<file path="src/rtl/piggy_pkg.sv">
// Shared types and constants for the piggy-bank UART command receiver.
// Holds the receiver state encoding and the ASCII command bytes it decodes.
package piggy_pkg;

    typedef enum logic [2:0] {
        IDLE    = 3'd0,
        START   = 3'd1,
        DATA    = 3'd2,
        STOP    = 3'd3,
        CLEANUP = 3'd4
    } rx_state_t;

    localparam logic [7:0] CMD_REPORT_U = 8'h53;  // 'S'
    localparam logic [7:0] CMD_REPORT_L = 8'h73;  // 's'
    localparam logic [7:0] CMD_CLEAR_U  = 8'h43;  // 'C'
    localparam logic [7:0] CMD_CLEAR_L  = 8'h63;  // 'c'

    function automatic logic is_report(input logic [7:0] b);
        return (b == CMD_REPORT_U) || (b == CMD_REPORT_L);
    endfunction

    function automatic logic is_clear(input logic [7:0] b);
        return (b == CMD_CLEAR_U) || (b == CMD_CLEAR_L);
    endfunction

endpackage

</file>
<file path="src/rtl/uart_rx.sv">
// 8N1 UART byte receiver: two-flop synchronizer, mid-bit sampling FSM,
// good-byte strobe and stop-bit framing error strobe.
module uart_rx
    import piggy_pkg::*;
#(
    parameter int CLKS_PER_BIT = 87
)(
    input  logic       clk,
    input  logic       rst,
    input  logic       rx_serial,
    output logic       rx_active,
    output logic       rx_dv,
    output logic [7:0] rx_byte,
    output logic       frame_err,
    output rx_state_t  state
);

    localparam int CNT_W = $clog2(CLKS_PER_BIT);
    localparam logic [CNT_W-1:0] HALF_CNT = CNT_W'((CLKS_PER_BIT - 1) / 2);
    localparam logic [CNT_W-1:0] BIT_CNT  = CNT_W'(CLKS_PER_BIT - 1);

    logic             rx_meta;
    logic             rx_s;
    rx_state_t        next_state;
    logic [CNT_W-1:0] cnt;
    logic [2:0]       bit_idx;
    logic [7:0]       shift;

    // Line idles high, so the synchronizer resets to 1 to avoid a false start.
    always_ff @(posedge clk) begin
        if (rst) begin
            rx_meta <= 1'b1;
            rx_s    <= 1'b1;
        end else begin
            rx_meta <= rx_serial;
            rx_s    <= rx_meta;
        end
    end

    always_ff @(posedge clk) begin
        if (rst) state <= IDLE;
        else     state <= next_state;
    end

    always_comb begin
        next_state = state;
        case (state)
            IDLE:    if (!rx_s) next_state = START;
            START:   if (cnt == HALF_CNT) next_state = rx_s ? IDLE : DATA;
            DATA:    if (cnt == BIT_CNT && bit_idx == 3'd7) next_state = STOP;
            STOP:    if (cnt == BIT_CNT) next_state = CLEANUP;
            CLEANUP: if (rx_s) next_state = IDLE;
            default: next_state = IDLE;
        endcase
    end

    always_comb begin
        rx_active = (state == START) || (state == DATA) || (state == STOP);
    end

    always_ff @(posedge clk) begin
        if (rst) begin
            cnt       <= '0;
            bit_idx   <= 3'd0;
            shift     <= 8'h00;
            rx_byte   <= 8'h00;
            rx_dv     <= 1'b0;
            frame_err <= 1'b0;
        end else begin
            rx_dv     <= 1'b0;
            frame_err <= 1'b0;
            case (state)
                IDLE: begin
                    cnt     <= '0;
                    bit_idx <= 3'd0;
                end
                START: cnt <= (cnt == HALF_CNT) ? '0 : cnt + CNT_W'(1);
                DATA: begin
                    if (cnt == BIT_CNT) begin
                        cnt            <= '0;
                        shift[bit_idx] <= rx_s;
                        bit_idx        <= bit_idx + 3'd1;
                    end else begin
                        cnt <= cnt + CNT_W'(1);
                    end
                end
                STOP: begin
                    // rx_byte only moves on a good stop bit; a bad one leaves the last good byte.
                    if (cnt == BIT_CNT) begin
                        cnt <= '0;
                        if (rx_s) begin
                            rx_dv   <= 1'b1;
                            rx_byte <= shift;
                        end else begin
                            frame_err <= 1'b1;
                        end
                    end else begin
                        cnt <= cnt + CNT_W'(1);
                    end
                end
                CLEANUP: cnt <= '0;
                default: cnt <= '0;
            endcase
        end
    end

endmodule

</file>
<file path="src/rtl/uart_rx_cmd.sv">
// UART receiver plus registered command decoder: 'S'/'s' requests a balance
// report, 'C'/'c' clears the coin counters, one cycle after the byte strobe.
module uart_rx_cmd
    import piggy_pkg::*;
#(
    parameter int CLKS_PER_BIT = 87
)(
    input  logic       clk,
    input  logic       rst,
    input  logic       i_Rx_Serial,
    output logic       o_Rx_Active,
    output logic       o_Rx_DV,
    output logic [7:0] o_Rx_Byte,
    output logic       o_frame_err,
    output logic       o_cmd_report,
    output logic       o_cmd_clear
);

    rx_state_t rx_state;

    uart_rx #(.CLKS_PER_BIT(CLKS_PER_BIT)) u_rx (
        .clk       (clk),
        .rst       (rst),
        .rx_serial (i_Rx_Serial),
        .rx_active (o_Rx_Active),
        .rx_dv     (o_Rx_DV),
        .rx_byte   (o_Rx_Byte),
        .frame_err (o_frame_err),
        .state     (rx_state)
    );

    // Decoding only on the good-byte strobe keeps framing errors command-free.
    always_ff @(posedge clk) begin
        if (rst) begin
            o_cmd_report <= 1'b0;
            o_cmd_clear  <= 1'b0;
        end else begin
            o_cmd_report <= o_Rx_DV && is_report(o_Rx_Byte);
            o_cmd_clear  <= o_Rx_DV && is_clear(o_Rx_Byte);
        end
    end

    always_comb begin
        if (!rst && o_Rx_DV) assert (rx_state == CLEANUP);
    end

endmodule

</file>
<file path="config.mk">
export PLATFORM = sky130hd
export DESIGN_NAME = uart_rx_cmd
export DESIGN_NICKNAME = d
export VERILOG_FILES = /design/src/rtl/piggy_pkg.sv /design/src/rtl/uart_rx.sv /design/src/rtl/uart_rx_cmd.sv
export SDC_FILE = /design/constraint.sdc
export NUM_CORES = 1
export LEC_CHECK = 0
export CAP_MARGIN = 20
export CORE_AREA = 2 2 55 57
export DETAILED_ROUTE_END_ITERATION = 8
export DIE_AREA = 0 0 57 59
export PLACE_DENSITY = 0.87
export SLEW_MARGIN = 20
export SYNTH_ARGS = -nofsm -noshare
export SYNTH_HDL_FRONTEND = slang
export SYNTH_SLANG_ARGS = --single-unit
</file>
<file path="constraint.sdc">
create_clock -name clk -period 5.2 [get_ports clk]
set_clock_uncertainty 0.2 [all_clocks]
set_input_delay 0.78 -clock clk [delete_from_list [all_inputs] [get_ports clk]]
set_output_delay 0.78 -clock clk [all_outputs]
set_load 0.05 [all_outputs]
</file>
Word level (Yosys, flattened, before mapping)
Cells that the tools add are included.
- bits in registers: 35
- input port bits: 3
- output and inout bits: 13
- reduce and logical (&&, ||, !) cells: 16
- add/sub/neg operators: 2
- order comparisons: 2
- mux-type cells: 17
- equal/unequal tests: 17
- bitwise operators: 2
- operator list (cell ; count):
    $eq A8 B7 Y1 const B ; 4
    $mux W3 ; 6
    $pmux W3 S5 ; 1
    $mux W7 ; 2
    $pmux W7 S2 ; 1
    $bwmux W8 ; 1
    $ne A2 B1 Y1 const B ; 4
    $add A7 B1 Y7 const B ; 1
    $eq A7 B6 Y1 const B ; 1
    $eq A7 B7 Y1 const B ; 1
    $eq A3 B2 Y1 const B ; 2
    $eq A3 B3 Y1 const B ; 2
    $pmux W3 S2 ; 1
    $reduce_and A5 Y1 ; 1
    $logic_and A1 B1 Y1 ; 4
    $logic_or A1 B1 Y1 ; 4
    $lt A3 B4 Y1 const B ; 1
    $ne A2 B2 Y1 const B ; 2
    $reduce_and A2 Y1 ; 2
    $add A3 B1 Y3 const B ; 1
    $demux W1 S3 ; 1
    $eq A3 B1 Y1 const B ; 1
    $ge A3 B1 Y1 const B ; 1
    $logic_not A3 Y1 ; 1
    other kinds (7) ; 10

Logic depth before layout (Yosys ltp)
Gate-level depths: netlist of run 1.
- word-level depth: 5
- gate-level depth with buffers: 8
- depth with buffers taken out: 6

Modules after synthesis
From an unflattened synthesis of run 1, not the netlist that was laid out.
- cells, all modules: 167
- area total of the unflattened synthesis: 1557.7 um2
- by module, submodules not included (module ; seq. area each (um2) ; area an instance (um2) ; times used ; cells an instance):
    uart_rx ; 660.6 ; 1485.2 ; 1 ; 160
    uart_rx_cmd ; 40.0 ; 72.6 ; 1 ; 7

Worst setup path after synthesis of run 1
No wires, ideal clock.
- kind: register to output
- start: register u_rx.state[1]
- end: output o_Rx_Active
- buffers on the path: 2
- arrival time: 1.478 ns
- stages on the path, launching flop included: 5
- slack: 2.742 ns
- cells stage by stage: dfxtp_1 clkbuf_1 clkbuf_1 nor2_1 nor2_1
- longest elaborated chain between the ends: 3
- elaborated cells on any way between the ends: 5
- those cells by class: eq/ne (3); reduce/logical (2)
- RTL lines (what ; RTL line ; text):
    start: declaration ; uart_rx.sv:15 ; output rx_state_t state
    start signal: assignment ; uart_rx.sv:42 ; else state <= next_state;
    $eq A3 B1 Y1 or $eq A3 B2 Y1 (tied branches) ; uart_rx.sv:58 ; rx_active = (state == START) || (state == DATA) || (state == STOP);
    $logic_or A1 B1 Y1 ; uart_rx.sv:58 ;
    $logic_or A1 B1 Y1 * ; uart_rx.sv:58 ;
    end: declaration ; uart_rx_cmd.sv:11 ; output logic o_Rx_Active,
Every way passes the cells marked *; elsewhere a longest branch is shown, timed or not.

Worst setup path after layout of run 1
Same ends and word-level chain as after synthesis.

==> impl_metrics.toml, run 1 <==
[status]
status = "finished clean"

[critical_path]
criticalPathCategory = "flop to primary output"
worstPathArrival_ns = 1.95
crit_required_ns = 4.22
crit_fanout = 17
end_kind = "primary output"
worst_setup_path_start_kind = "flop"

[final_layout]
register_area_sq_um = 700.7
layout_common_cells = "dfxtp_1 (35), nor2_1 (18), clkdlybuf4s50_1 (15), nand2b_1 (11), nand3b_1 (9)"
area_growth_pct = 10.90
final_layout_size_suffix_gt1_share_pct = 13.07
nets = 183
nFillCells = 223
multiInputGateArea_sq_um = 819.5
mostFrequentLayoutCell = "dfxtp_1"
post-route-util_pct = 65.28
num_antenna_cells = 0

[clock_network]
clockBufferDepth = 2
cts_buffers = 5
htree_levels = 2
clk_latency_ns = 0.33
post_cts_resized = 0
cts-root-buf = "clkbuf_4"
clock-sinks = 35
clk_pin_slew_worst_paths_ns = 0.09
cts_tree = "built"
cts_hold_buf = 0
post-cts-setup-buffer-count = 0

[drt]
drc = 0
antenna_left = 0
routed_wl_um = 2760
post_drt_wl_per_cell_um = 13.33
first_iter_violations = 53
num_vias = 1217
dr.pass1.iters = 4
vias_per_cell = 5.879

[logic_synthesis]
yosysUniqueCellTypes = 40
synth-xor-area-share_pct = 2.745
ys.flop_type = "dfxtp_1"
synthAdderAreaFrac_pct = 3.137
synthMuxAreaShare_pct = 5.020
synth_compound_area_share_pct = 9.490
synth_simple_gate_area_share_pct = 30.98
async_reset_ff_share_pct = 0
synth-seq-cells = 35
ys_seq_area_share_pct = 43.92
syn-instance-count = 166
syn_nets = 173
syn-cell-area_sq_um = 1595
avgSynthCellArea_sq_um = 9.610
synth_warnings = 0
synth_top_family_by_area = "simple AND/OR/NAND/NOR gates"
synth_edf_count = 0

[global_route]
antenna_found_initial = 0
grt_max_degree = 28
grt_util_all_layers_pct = 18.38
overflow = 0
grt_pass1_vias = 1077
grt_pass1_wl_um = 4740

[timing]
fin_setup_tns_ns = 0
worstMarginPinSlew_ns = 0.7053
finalCritPeriodShare_pct = 56.31
slew_violations = 0
fin_crit_ns = 2.928
rsz0062_at_grt = "false"
hold_viol_final = 0
setup_violations = 0
relSlewSlack_pct = 52.83
fmax_mhz = 341.5

[place]
dp_hpwl_um = 2001
routabilityCongestion = 0.8035
portBuffers = 15

[pwr]
vdd_ir_drop_max_v = 0.0001941
power.density_nw_per_um2 = 246.9
p_leak_nw = 0.6413

[floorplanning]
initial_utilization_pct = 58.86
pin_count = 16
die_y_um = 59
die_area_sq_um = 3363
coreArea_sq_um = 2710
core.rowCount = 19
dieWidth_um = 57

[min_path]
min-delay-path-class = "flop to flop"

[run]
cap_violations = 0
flip-flops by register name, summed over array words and instances, names as in the netlist:
signal / cells
u_rx.state: 3
u_rx.rx_dv: 1
u_rx.shift: 8
u_rx.rx_s: 1
u_rx.frame_err: 1
o_cmd_report: 1
u_rx.rx_meta: 1
u_rx.cnt: 7
u_rx.rx_byte: 8
o_cmd_clear: 1
u_rx.bit_idx: 3
critical path: stages (launching register included):
cell and delay [ns]:
dfxtp_1 0.64, nor2_1 0.08, nor2_1 0.10, clkdlybuf4s50_1 0.80
cell usage after synthesis, drive strengths merged, types with 2 or more instances:
cell	count	area [sq um]
nor3	2	10.01
o21ai	8	70.07
buf	4	40.03
mux2i	8	80.08
a31oi	3	18.77
a21oi	5	25.02
clkbuf	8	31.28
nor4b	3	26.28
or3	2	12.51
nand3b	10	78.82
xor2	4	35.03
nor2	18	67.56
dfxtp	35	700.7
ha	4	50.05
nand3	6	30.03
nand2	8	30.03
nand4b	2	17.52
or2	4	25.02
nand2b	11	68.82
nand4	7	43.79
stage by stage:
step	cells	cell area [sq um]	setup slack [ns]	hold slack [ns]	power (mW)
detailed placement	200	1713	2.415	0.1991	0.2940
CTS	207	1769	2.275	0.2257	0.4391
global placement	200	1713	2.537	0.2015	0.2934
finish	207	1769	2.272	0.2236	0.4367
global route	207	1769	2.206	0.2426	0.4512
floorplan	166	1595	2.742	0.1895	0.2896
where the power goes:
part / total (mW) / switching, mW / leakage [nW] / internal [mW]
clock: 0.149 / 0.0865 / 0.0341 / 0.0626
sequential: 0.271 / 0.00177 / 0.282 / 0.269
combinational: 0.0165 / 0.00931 / 0.325 / 0.00719
total: 0.437 / 0.0976 / 0.641 / 0.339
per-layer routing:
layer / global-route usage, % / routed length (um) / part of all wire, %
met1: 21.72 / 1222 / 44
met2: 31.03 / 1435 / 52
met3: 5.240 / 67 / 2.4
met4: 8.638 / 36 / 1.3
met5: 0 / 0 / 0
cell type report:
| cell class | instances | share of cell area (%) |
|---|---|---|
| Multi-Input combinational cell | 118 | 46.32 |
| Sequential cell | 35 | 39.60 |
| Clock buffer | 6 | 2.900 |
| Tap cell | 31 | 2.192 |
| Clock inverter | 1 | 0.2829 |
| Timing Repair Buffer | 15 | 8.487 |
| Inverter | 1 | 0.2122 |
final timing paths:
check                     start       endpoint  slack (ns)  cells after the start
hold / removal     u_rx.rx_meta      u_rx.rx_s        0.22                      1
hold reg to reg    u_rx.rx_meta      u_rx.rx_s        0.22                      1
setup reg to reg    u_rx.cnt[0]  u_rx.shift[0]        3.10                      6
setup / recovery  u_rx.state[1]    o_Rx_Active        2.27                      3
kinds of logic after synthesis:
kind of cell,after synthesis
mux,8
simple gates,81
fa+ha+maj,4
compound gates,20
flops,35
buf+inv,13
xor+xnor,5
No activity file was read; power rests on OpenSTA's default activity.
==> run 2: changes to the inputs <==
--- a/config.mk
+++ b/config.mk
@@ -6,10 +6,10 @@
 export NUM_CORES = 1
 export LEC_CHECK = 0
 export CAP_MARGIN = 20
-export CORE_AREA = 2 2 55 57
+export CORE_AREA = 2 2 57 59
 export DETAILED_ROUTE_END_ITERATION = 8
-export DIE_AREA = 0 0 57 59
-export PLACE_DENSITY = 0.87
+export DIE_AREA = 0 0 59 61
+export PLACE_DENSITY = 0.82
 export SLEW_MARGIN = 20
 export SYNTH_ARGS = -nofsm -noshare
 export SYNTH_HDL_FRONTEND = slang
==> constraint.sdc (replaced) <==
create_clock -name clk -period 3 [get_ports clk]
set_clock_uncertainty 0.2 [all_clocks]
set_input_delay 0.45 -clock clk [delete_from_list [all_inputs] [get_ports clk]]
set_output_delay 0.45 -clock clk [all_outputs]
set_load 0.05 [all_outputs]
==> impl_metrics.toml, run 2 (synthesis results as in run 1) <==
[status]
status = "finished clean"

[timing]
fin_crit_ns = 2.601
holdWs_ns = 0.2217
hold_viol_final = 0
fin_setup_tns_ns = 0
slew_violations = 0
finalCritPeriodShare_pct = 86.69
worstMarginPinSlew_ns = 0.6459
relSlewSlack_pct = 56.33
fmax_mhz = 384.5
rsz0062_at_grt = "false"
setup_violations = 0

[final_layout]
final_layout_size_suffix_gt1_share_pct = 13.48
mostFrequentLayoutCell = "dfxtp_1"
layout_common_cells = "dfxtp_1 (35), nor2_1 (18), clkdlybuf4s50_1 (15), nand2b_1 (11), nand3b_1 (9)"
nets = 184
post-route-util_pct = 61.78
top_regs = "u_rx.rx_byte: 8 flops, u_rx.shift: 8 flops, u_rx.cnt: 7 flops"
stdcell_count = 211
num_antenna_cells = 0
area_growth_pct = 14.35
nFillCells = 252

[critical_path]
worstPathCellList = "nor2_1 -> nor2_1 -> clkdlybuf4s50_1"
criticalPathCategory = "flop to primary output"
rr_worst_depth = 5
critPathSlowestCell = "clkdlybuf4s50_1"
crit_top_cell = "nor2_1"
worstPathArrival_ns = 1.95
rrSetupSlack_ns = 0.92
crit_fanout = 17
r2r-end = "u_rx.shift[1]"
crit_required_ns = 2.35
critical_path.max_stage_delay_ns = 0.80
crit_family = "buffers and inverters"
worst_setup_path_start_kind = "flop"
crit_buf_inv = 1
end_kind = "primary output"
reg2reg_from = "u_rx.cnt[1]"

[drt]
vias_per_cell = 5.720
routed-wl-met2_um = 1479
num_vias = 1207
post_drt_wl_per_cell_um = 13.95
highest_layer = "met4"
drc = 0
wl_met3_um = 142
m1WireLength_um = 1265
antenna_left = 0
first_iter_violations = 42
dr.pass1.iters = 4
routed_wl_um = 2943

[global_route]
antenna_found_initial = 0
grt_pass1_vias = 1111
grt_pass1_wl_um = 4933
grt_util_all_layers_pct = 18.85
overflow = 0
grt_max_degree = 27

[pwr]
power.density_nw_per_um2 = 501.1
p_leak_nw = 0.6644
vdd_ir_drop_max_v = 0.0002660
total_power_mw = 0.9142

[place]
portBuffers = 15
routabilityCongestion = 0.8559
dp_hpwl_um = 2101
dpl.cell_count = 203

[min_path]
whs_endpoint = "u_rx.rx_s"
hold_depth = 1
hold_start = "u_rx.rx_meta"
min-delay-path-class = "flop to flop"

[run]
cap_violations = 0

[floorplanning]
die_area_sq_um = 3599
initial_utilization_pct = 54.03
die_y_um = 61
pin_count = 16
dieWidth_um = 59
core.rowCount = 20
coreArea_sq_um = 2953

[clock_network]
post-cts-setup-buffer-count = 0
clk_pin_slew_worst_paths_ns = 0.11
htree_levels = 2
cts-root-buf = "clkbuf_4"
cts_tree = "built"
clk_latency_ns = 0.34
cts_hold_buf = 0
clock-sinks = 35
clockBufferDepth = 2
post_cts_resized = 0
cts_buffers = 5
-- run 2: changes by cell type in the layout (fill, tap and decap cells not counted) --
cell       change
buf_4          +1
clkinv_2       -1
clkbuf_8       -1
clkbuf_1       +1
bufinv_16      +2
-- run 2: power breakdown --
| group | switching (mW) | internal (mW) | leakage, nW |
|---|---|---|---|
| clock | 0.154 | 0.260 | 0.0525 |
| combinational | 0.0172 | 0.0132 | 0.330 |
| sequential | 0.00307 | 0.467 | 0.282 |
| total | 0.174 | 0.740 | 0.664 |
-- run 2: stage by stage --
stage | cell area [sq um] | setup WS, ns
after floorplan | 1595 | 0.8724
after global placement | 1723 | 0.8149
after detailed placement | 1723 | 0.7901
after CTS | 1824 | 0.4027
after global routing | 1824 | 0.2639
final | 1824 | 0.3993
-- run 2: final cells by class --
cell class	count	area, sq um	share of cell area, %
clock buffer	6	41.29	2.263
clock inverter	2	60.06	3.292
inverter	1	3.754	0.2058
multi-input combinational	118	819.5	44.92
sequential	35	700.7	38.41
tap	33	41.29	2.263
timing repair buffer	16	157.7	8.642
-- run 2: layer usage --
metal / global-route usage [%] / vias to the layer above
li1: - / 613
met1: 21.56 / 554
met2: 32.54 / 36
met3: 5.117 / 4
met4: 9.416 / 0
met5: 0 / -
-- run 2: worst max path at each step --
stage | from | to | cells after the start
2_1_floorplan | u_rx.state[1] | o_Rx_Active | 4
3_3_place_gp | u_rx.state[1] | o_Rx_Active | 3
3_5_place_dp | u_rx.state[1] | o_Rx_Active | 3
4_1_cts | u_rx.state[1] | o_Rx_Active | 3
5_1_grt | u_rx.state[1] | o_Rx_Active | 3
6_report | u_rx.state[1] | o_Rx_Active | 3
-- run 2: worst reg2reg max path, stage by stage, from the launching register on --
cell and delay, ns:
dfxtp_1 0.40, ha_1 0.22, nand4bb_4 0.17, nor4b_1 0.59
nand4b_1 0.23, mux2i_1 0.16
